--- config.mk ---
export PLATFORM = sky130hd
export DESIGN_NAME = uart16550_wb_ctrl
export DESIGN_NICKNAME = d
export VERILOG_FILES = /design/src/rtl/uart16550_wb_ctrl.sv
export SDC_FILE = /design/constraint.sdc
export NUM_CORES = 1
export LEC_CHECK = 0
export BUFFER_PORTS_ARGS = -buffer_cell sky130_fd_sc_hd__buf_2
export CAP_MARGIN = 20
export CELL_PAD_IN_SITES_DETAIL_PLACEMENT = 0
export CELL_PAD_IN_SITES_GLOBAL_PLACEMENT = 2
export CORE_ASPECT_RATIO = 1.5
export CORE_UTILIZATION = 37
export DETAILED_ROUTE_END_ITERATION = 16
export HOLD_SLACK_MARGIN = 0.15
export PLACE_DENSITY_LB_ADDON = 0.05
export SLEW_MARGIN = 15
export SYNTH_ARGS = -nofsm -noshare
export SYNTH_HDL_FRONTEND = slang
export SYNTH_SLANG_ARGS = --single-unit
--- constraint.sdc ---
create_clock -name wb_clk_i -period 5.9 [get_ports wb_clk_i]
set_input_delay 0.295 -clock wb_clk_i [delete_from_list [all_inputs] [get_ports wb_clk_i]]
set_output_delay 0.295 -clock wb_clk_i [all_outputs]
set_load 0.02 [all_outputs]
--- src/rtl/uart16550_wb_ctrl.sv ---
// Wishbone master that configures one 16550 UART and bridges it to
// valid/ready byte streams.
//
// Ports:
//   wb_clk_i / wb_rst_i : clock, async active-high reset
//   wb_*                : Wishbone master (adr, dat, we, cyc, stb, ack)
//   tx_*                : transmit byte stream in (valid/ready)
//   rx_*                : receive byte stream out (valid/ready)
//   reconfig_i          : pulse to rerun the configuration sequence
//   cfg_done_o          : configuration complete
//   rx_overrun_o        : sticky, LSR overrun bit was seen
//   bus_err_o           : sticky, an ack timeout occurred
module uart16550_wb_ctrl #(
  parameter logic [15:0] DIVISOR     = 16'd27,
  parameter logic [7:0]  LCR_VAL     = 8'h03,
  parameter logic [7:0]  FCR_VAL     = 8'h07,
  parameter int unsigned ACK_TIMEOUT = 255,
  parameter int unsigned POLL_GAP    = 4
) (
  input  logic       wb_clk_i,
  input  logic       wb_rst_i,
  output logic [2:0] wb_adr_o,
  output logic [7:0] wb_dat_o,
  input  logic [7:0] wb_dat_i,
  output logic       wb_we_o,
  output logic       wb_cyc_o,
  output logic       wb_stb_o,
  input  logic       wb_ack_i,
  input  logic [7:0] tx_data_i,
  input  logic       tx_valid_i,
  output logic       tx_ready_o,
  output logic [7:0] rx_data_o,
  output logic       rx_valid_o,
  input  logic       rx_ready_i,
  input  logic       reconfig_i,
  output logic       cfg_done_o,
  output logic       rx_overrun_o,
  output logic       bus_err_o
);

  typedef enum logic [3:0] {
    CFG0, CFG1, CFG2, CFG3, CFG4, CFG5,
    POLL, GAP, RD_RBR, TX_WAIT, WR_THR
  } state_t;

  localparam int unsigned TW = $clog2(ACK_TIMEOUT + 1);
  localparam int unsigned GW = $clog2(POLL_GAP + 1);
  localparam logic [TW-1:0] TMO_LAST = TW'(ACK_TIMEOUT - 1);
  localparam logic [GW-1:0] GAP_LAST = GW'(POLL_GAP - 1);

  state_t        state_q;
  logic          busy_q;
  logic [TW-1:0] tmo_q;
  logic [GW-1:0] gap_q;
  logic [4:0]    burst_q;
  logic [7:0]    tx_byte_q;
  logic          rc_pend_q;
  logic [2:0]    wb_adr_q;
  logic [7:0]    wb_dat_q;
  logic          wb_we_q;
  logic          wb_cyc_q;
  logic          wb_stb_q;
  logic [7:0]    rx_data_q;
  logic          rx_valid_q;
  logic          cfg_done_q;
  logic          ovr_q;
  logic          err_q;

  logic [2:0] req_adr_d;
  logic [7:0] req_dat_d;
  logic       req_we_d;
  logic [7:0] rd_data;
  logic       xfer_done;
  logic       rc_go;
  logic       tx_hs;
  logic       start;

  always_comb begin
    req_adr_d = 3'd0;
    req_dat_d = 8'h00;
    req_we_d  = 1'b0;
    unique case (state_q)
      CFG0: begin
        req_adr_d = 3'd3;
        req_dat_d = LCR_VAL | 8'h80;
        req_we_d  = 1'b1;
      end
      CFG1: begin
        req_adr_d = 3'd0;
        req_dat_d = DIVISOR[7:0];
        req_we_d  = 1'b1;
      end
      CFG2: begin
        req_adr_d = 3'd1;
        req_dat_d = DIVISOR[15:8];
        req_we_d  = 1'b1;
      end
      CFG3: begin
        req_adr_d = 3'd3;
        req_dat_d = LCR_VAL & 8'h7F;
        req_we_d  = 1'b1;
      end
      CFG4: begin
        req_adr_d = 3'd2;
        req_dat_d = FCR_VAL;
        req_we_d  = 1'b1;
      end
      CFG5: begin
        req_adr_d = 3'd1;
        req_we_d  = 1'b1;
      end
      POLL:   req_adr_d = 3'd5;
      WR_THR: begin
        req_dat_d = tx_byte_q;
        req_we_d  = 1'b1;
      end
      default: req_adr_d = 3'd0;
    endcase
  end

  // A timed-out read is treated as returning zero.
  assign rd_data   = wb_ack_i ? wb_dat_i : 8'h00;
  assign xfer_done = busy_q && (wb_ack_i || tmo_q == TMO_LAST);
  assign rc_go     = reconfig_i && cfg_done_q;
  assign tx_ready_o = cfg_done_q && state_q == TX_WAIT
                      && !burst_q[4];
  assign tx_hs     = tx_valid_i && tx_ready_o;
  assign start     = !busy_q && state_q != GAP
                     && state_q != TX_WAIT
                     && !(state_q == POLL && rc_go);

  always_ff @(posedge wb_clk_i or posedge wb_rst_i) begin
    if (wb_rst_i) begin
      state_q    <= CFG0;
      busy_q     <= 1'b0;
      tmo_q      <= '0;
      gap_q      <= '0;
      burst_q    <= 5'd0;
      tx_byte_q  <= 8'h00;
      rc_pend_q  <= 1'b0;
      wb_adr_q   <= 3'd0;
      wb_dat_q   <= 8'h00;
      wb_we_q    <= 1'b0;
      wb_cyc_q   <= 1'b0;
      wb_stb_q   <= 1'b0;
      rx_data_q  <= 8'h00;
      rx_valid_q <= 1'b0;
      cfg_done_q <= 1'b0;
      ovr_q      <= 1'b0;
      err_q      <= 1'b0;
    end else begin
      if (rx_valid_q && rx_ready_i) rx_valid_q <= 1'b0;
      if (busy_q) begin
        if (xfer_done) begin
          wb_cyc_q <= 1'b0;
          wb_stb_q <= 1'b0;
          wb_we_q  <= 1'b0;
          busy_q   <= 1'b0;
          if (!wb_ack_i) err_q <= 1'b1;
          unique case (state_q)
            CFG0: state_q <= CFG1;
            CFG1: state_q <= CFG2;
            CFG2: state_q <= CFG3;
            CFG3: state_q <= CFG4;
            CFG4: state_q <= CFG5;
            CFG5: begin
              cfg_done_q <= 1'b1;
              state_q    <= POLL;
            end
            POLL: begin
              if (rd_data[1]) ovr_q <= 1'b1;
              if (rc_pend_q || rc_go) begin
                cfg_done_q <= 1'b0;
                rc_pend_q  <= 1'b0;
                state_q    <= CFG0;
              end else if (rd_data[0] && !rx_valid_q) begin
                state_q <= RD_RBR;
              end else if (rd_data[5] && tx_valid_i) begin
                burst_q <= 5'd0;
                state_q <= TX_WAIT;
              end else begin
                gap_q   <= '0;
                state_q <= GAP;
              end
            end
            RD_RBR: begin
              rx_data_q  <= rd_data;
              rx_valid_q <= 1'b1;
              state_q    <= POLL;
            end
            WR_THR:  state_q <= TX_WAIT;
            default: state_q <= state_q;
          endcase
        end else begin
          tmo_q <= tmo_q + TW'(1);
          // Hold a reconfig request seen during an LSR poll.
          if (rc_go && state_q == POLL) rc_pend_q <= 1'b1;
        end
      end else if (start) begin
        wb_cyc_q <= 1'b1;
        wb_stb_q <= 1'b1;
        wb_adr_q <= req_adr_d;
        wb_dat_q <= req_dat_d;
        wb_we_q  <= req_we_d;
        busy_q   <= 1'b1;
        tmo_q    <= '0;
      end else begin
        unique case (state_q)
          GAP: begin
            if (rc_go) begin
              cfg_done_q <= 1'b0;
              rc_pend_q  <= 1'b0;
              state_q    <= CFG0;
            end else if (gap_q == GAP_LAST) begin
              state_q <= POLL;
            end else begin
              gap_q <= gap_q + GW'(1);
            end
          end
          TX_WAIT: begin
            if (tx_hs) begin
              tx_byte_q <= tx_data_i;
              burst_q   <= burst_q + 5'd1;
              state_q   <= WR_THR;
            end else if (rc_go) begin
              cfg_done_q <= 1'b0;
              rc_pend_q  <= 1'b0;
              state_q    <= CFG0;
            end else begin
              state_q <= POLL;
            end
          end
          POLL: begin
            cfg_done_q <= 1'b0;
            rc_pend_q  <= 1'b0;
            state_q    <= CFG0;
          end
          default: state_q <= state_q;
        endcase
      end
    end
  end

  assign wb_adr_o     = wb_adr_q;
  assign wb_dat_o     = wb_dat_q;
  assign wb_we_o      = wb_we_q;
  assign wb_cyc_o     = wb_cyc_q;
  assign wb_stb_o     = wb_stb_q;
  assign rx_data_o    = rx_data_q;
  assign rx_valid_o   = rx_valid_q;
  assign cfg_done_o   = cfg_done_q;
  assign rx_overrun_o = ovr_q;
  assign bus_err_o    = err_q;

endmodule

==> impl_metrics.env <==
export IMPL_status="complete, no violations"
export IMPL_remaining_drc_errors=0
export IMPL_synth_xor_area_frac=0.02451
export IMPL_hp_class="in -> async"
export IMPL_synth_area_per_cell_sq_um=9.530
export IMPL_wl_mm=6.607
export IMPL_clk_pin_slew_ns=0.10
export IMPL_synth_flop_cell="dfrtp_1"
export IMPL_hold_viol_final=0
export IMPL_core_area_sq_um=7370
export IMPL_htreeDepth=2
export IMPL_tritoncts="done"
export IMPL_ctsHoldBuffers=0
export IMPL_rsz0062_at_grt="no"
export IMPL_post_dp_hpwl_mm=4.778
export IMPL_finalClockSkew_ns=0.007016
export IMPL_syn_area_sq_um=2859
export IMPL_grt_pass1_vias=2154
export IMPL_yosys_warnings=0
export IMPL_synth_edf_count=0
export IMPL_grt_overflow_total=0
export IMPL_grt_use_total=0.1793
export IMPL_finalSetupViolations=0
export IMPL_cts_repair_resize_count=0
export IMPL_yosysTopAreaCell="dfrtp_1"
export IMPL_synthAdderAreaFrac=0.02188
export IMPL_insertion_delay_ns=0.31
export IMPL_ys_types=59
export IMPL_worstPathRequired_ns=6.08
export IMPL_wl_per_cell_um=15.02
export IMPL_drt_antenna_violating_nets=0
export IMPL_max_freq_mhz=416.4
export IMPL_synth_commonest_cells="dfrtp_1 (55), nand2_1 (50), nor2_1 (30)"
export IMPL_drtIter0Drc=91
export IMPL_grt_first_pass_wirelength_mm=10.79
export IMPL_slew_headroom=0.5183
export IMPL_ys_ff_latch=55
export IMPL_drive_gt1_frac=0.2382
export IMPL_slew_violations=0
export IMPL_drt_first_pass_iters=4
export IMPL_critPathLaunchType="register"
export IMPL_gp_congestion=0.7785
export IMPL_clock_path_buffers=2
export IMPL_worstSetupPathType="reg -> reg"
export IMPL_cts_setup_buffers=0
export IMPL_antenna_cells=0
export IMPL_ys_seq_area_frac=0.4814
export IMPL_start_util=0.3879
export IMPL_antenna_found_initial=0
export IMPL_p_leak_uw=0.001552
export IMPL_synthCells=300
export IMPL_yosys_area_share_simple=0.2053
export IMPL_ioPinCount=49
export IMPL_rows=38
export IMPL_synth_mux_area_frac=0.05077
export IMPL_worstMarginPinSlew_ns=0.7202
export IMPL_die_x_um=73.77
export IMPL_crit_path_max_fanout=23
export IMPL_yosysMostFrequentCell="dfrtp_1"
export IMPL_finalNetCount=366
export IMPL_die_area_sq_um=8090
export IMPL_crit_start="state_q[3]$_DFFE_PP0P_"
export IMPL_cts_buffers=5
export IMPL_ir_worst_vdd_uv=240.2
export IMPL_critPathArrivalTime_ns=2.58
export IMPL_vias=2263
export IMPL_synth_top_area_frac=0.4814
export IMPL_io_buffers=48
export IMPL_grt_max_degree=56
export IMPL_synthTopCellsByArea="dfrtp_1 (48%), nand2_1 (6.6%), mux2_2 (4.7%), nor2_1 (3.9%), ha_1 (2.2%)"
export IMPL_syn_to_final_growth_pct=13.70
export IMPL_synthArstFlopShare=1.000
export IMPL_synth_compound_area_share=0.1667
export IMPL_clock_root_buffer="clkbuf_8"
export IMPL_tns_ns=0
export IMPL_powerDensity_nw_per_um2=422.5
export IMPL_synth_net_count=327
export IMPL_synth_top_family_by_area="simple AND/OR/NAND/NOR gates"
export IMPL_maxCapViolations=0
export IMPL_drt_vias_per_instance=5.143
export IMPL_rr_startpoint="state_q[3]$_DFFE_PP0P_"
export IMPL_cp_end_kind="register"
export IMPL_cts_sinks=55
export IMPL_die_h_um=109.7
export IMPL_timing_final_crit_period_ns=2.401
export IMPL_utilization=0.4411
export IMPL_min_period_over_period=0.4070
## cells in the final DEF (no fill, tap or decap), drive strengths merged, types with 4 or more instances in the layout
cell type   n
nor2b       4
dfrtp      55
nor3        7
nand4       4
nor2       30
clkbuf      5
o21ai      19
nand2      50
ha          5
buf        49
inv        10
o31ai       5
mux2       12
o22ai       4
nand3       7
xor2        6
a21oi      10
nand2b      5
## state kept, by name, indices dropped and copies added (netlist names), 3 cells and up
| name | cells |
|---|---|
| gap_q | 3 |
| rx_data_o | 8 |
| wb_dat_o | 8 |
| tx_byte_q | 8 |
| tmo_q | 8 |
| state_q | 4 |
| burst_q | 5 |
| wb_adr_o | 3 |
## final timing paths
path	end	slack (ns)	cells after the start
max reg2reg	burst_q[3]$_DFFE_PP0P_	3.50	5
max in group asynchronous	state_q[3]$_DFFE_PP0P_	5.27	3
min reg2reg	wb_dat_o[5]$_DFFE_PP0P_	0.48	2
min	tmo_q[0]$_DFFE_PP0P_	0.17	3
max	burst_q[3]$_DFFE_PP0P_	3.50	5
min in group wb_clk_i	rx_data_o[6]$_DFFE_PP0P_	0.21	3
## logic make-up (layout without fill, tap and decap cells)
logic type      after synthesis  in the layout
simple gates                123            123
compound gates               68             68
flops                        55             55
buf+inv                      28             68
mux                          13             13
xor+xnor                      8              8
fa+ha+maj                     5              5
## final cells by class
| cell class | count | area [sq um] |
|---|---|---|
| fill | 756 | 4119 |
| sequential | 55 | 1376 |
| multi-input combinational | 217 | 1341 |
| timing repair buffer | 50 | 257.7 |
| tap | 100 | 125.1 |
| clock buffer | 5 | 68.82 |
| clock inverter | 3 | 43.79 |
| inverter | 10 | 37.54 |
## worst max-delay path: stages, from the launching register on
cell	delay, ns
dfrtp_1	0.76
or3b_4	0.50
nor3_4	0.62
nand4_1	0.19
xor2_1	0.15
nor2_1	0.05
## through the flow
stage                     area, sq um  hold WS, ns  instances  total power (uW)  worst slack [ns]
final                            3251       0.1740        440              1373             3.499
after global routing             3251       0.1929        440              1494             3.251
after CTS                        3241       0.1533        439              1397             3.488
after detailed placement         3128       0.4562        431              1141             3.483
after global placement           3128       0.4579        431              1141             3.536
after floorplan                  2859       0.3914        300             990.0             4.037
## where the power goes
| group | switching, uW | leakage, uW | internal (uW) |
|---|---|---|---|
| clock network | 124 | 0.0000581 | 127 |
| registers | 130 | 0.000724 | 455 |
| logic | 326 | 0.000770 | 212 |
| total | 579 | 0.00155 | 794 |
## routing by layer
layer	up-vias	share of wire	global-route usage
met2	49	0.52	0.3145
li1	1128	-	-
met5	-	0	0
met3	7	0.029	0.02658
met1	1079	0.44	0.2228
met4	0	0.014	0.05769
Power figures use the tool's default switching activity.
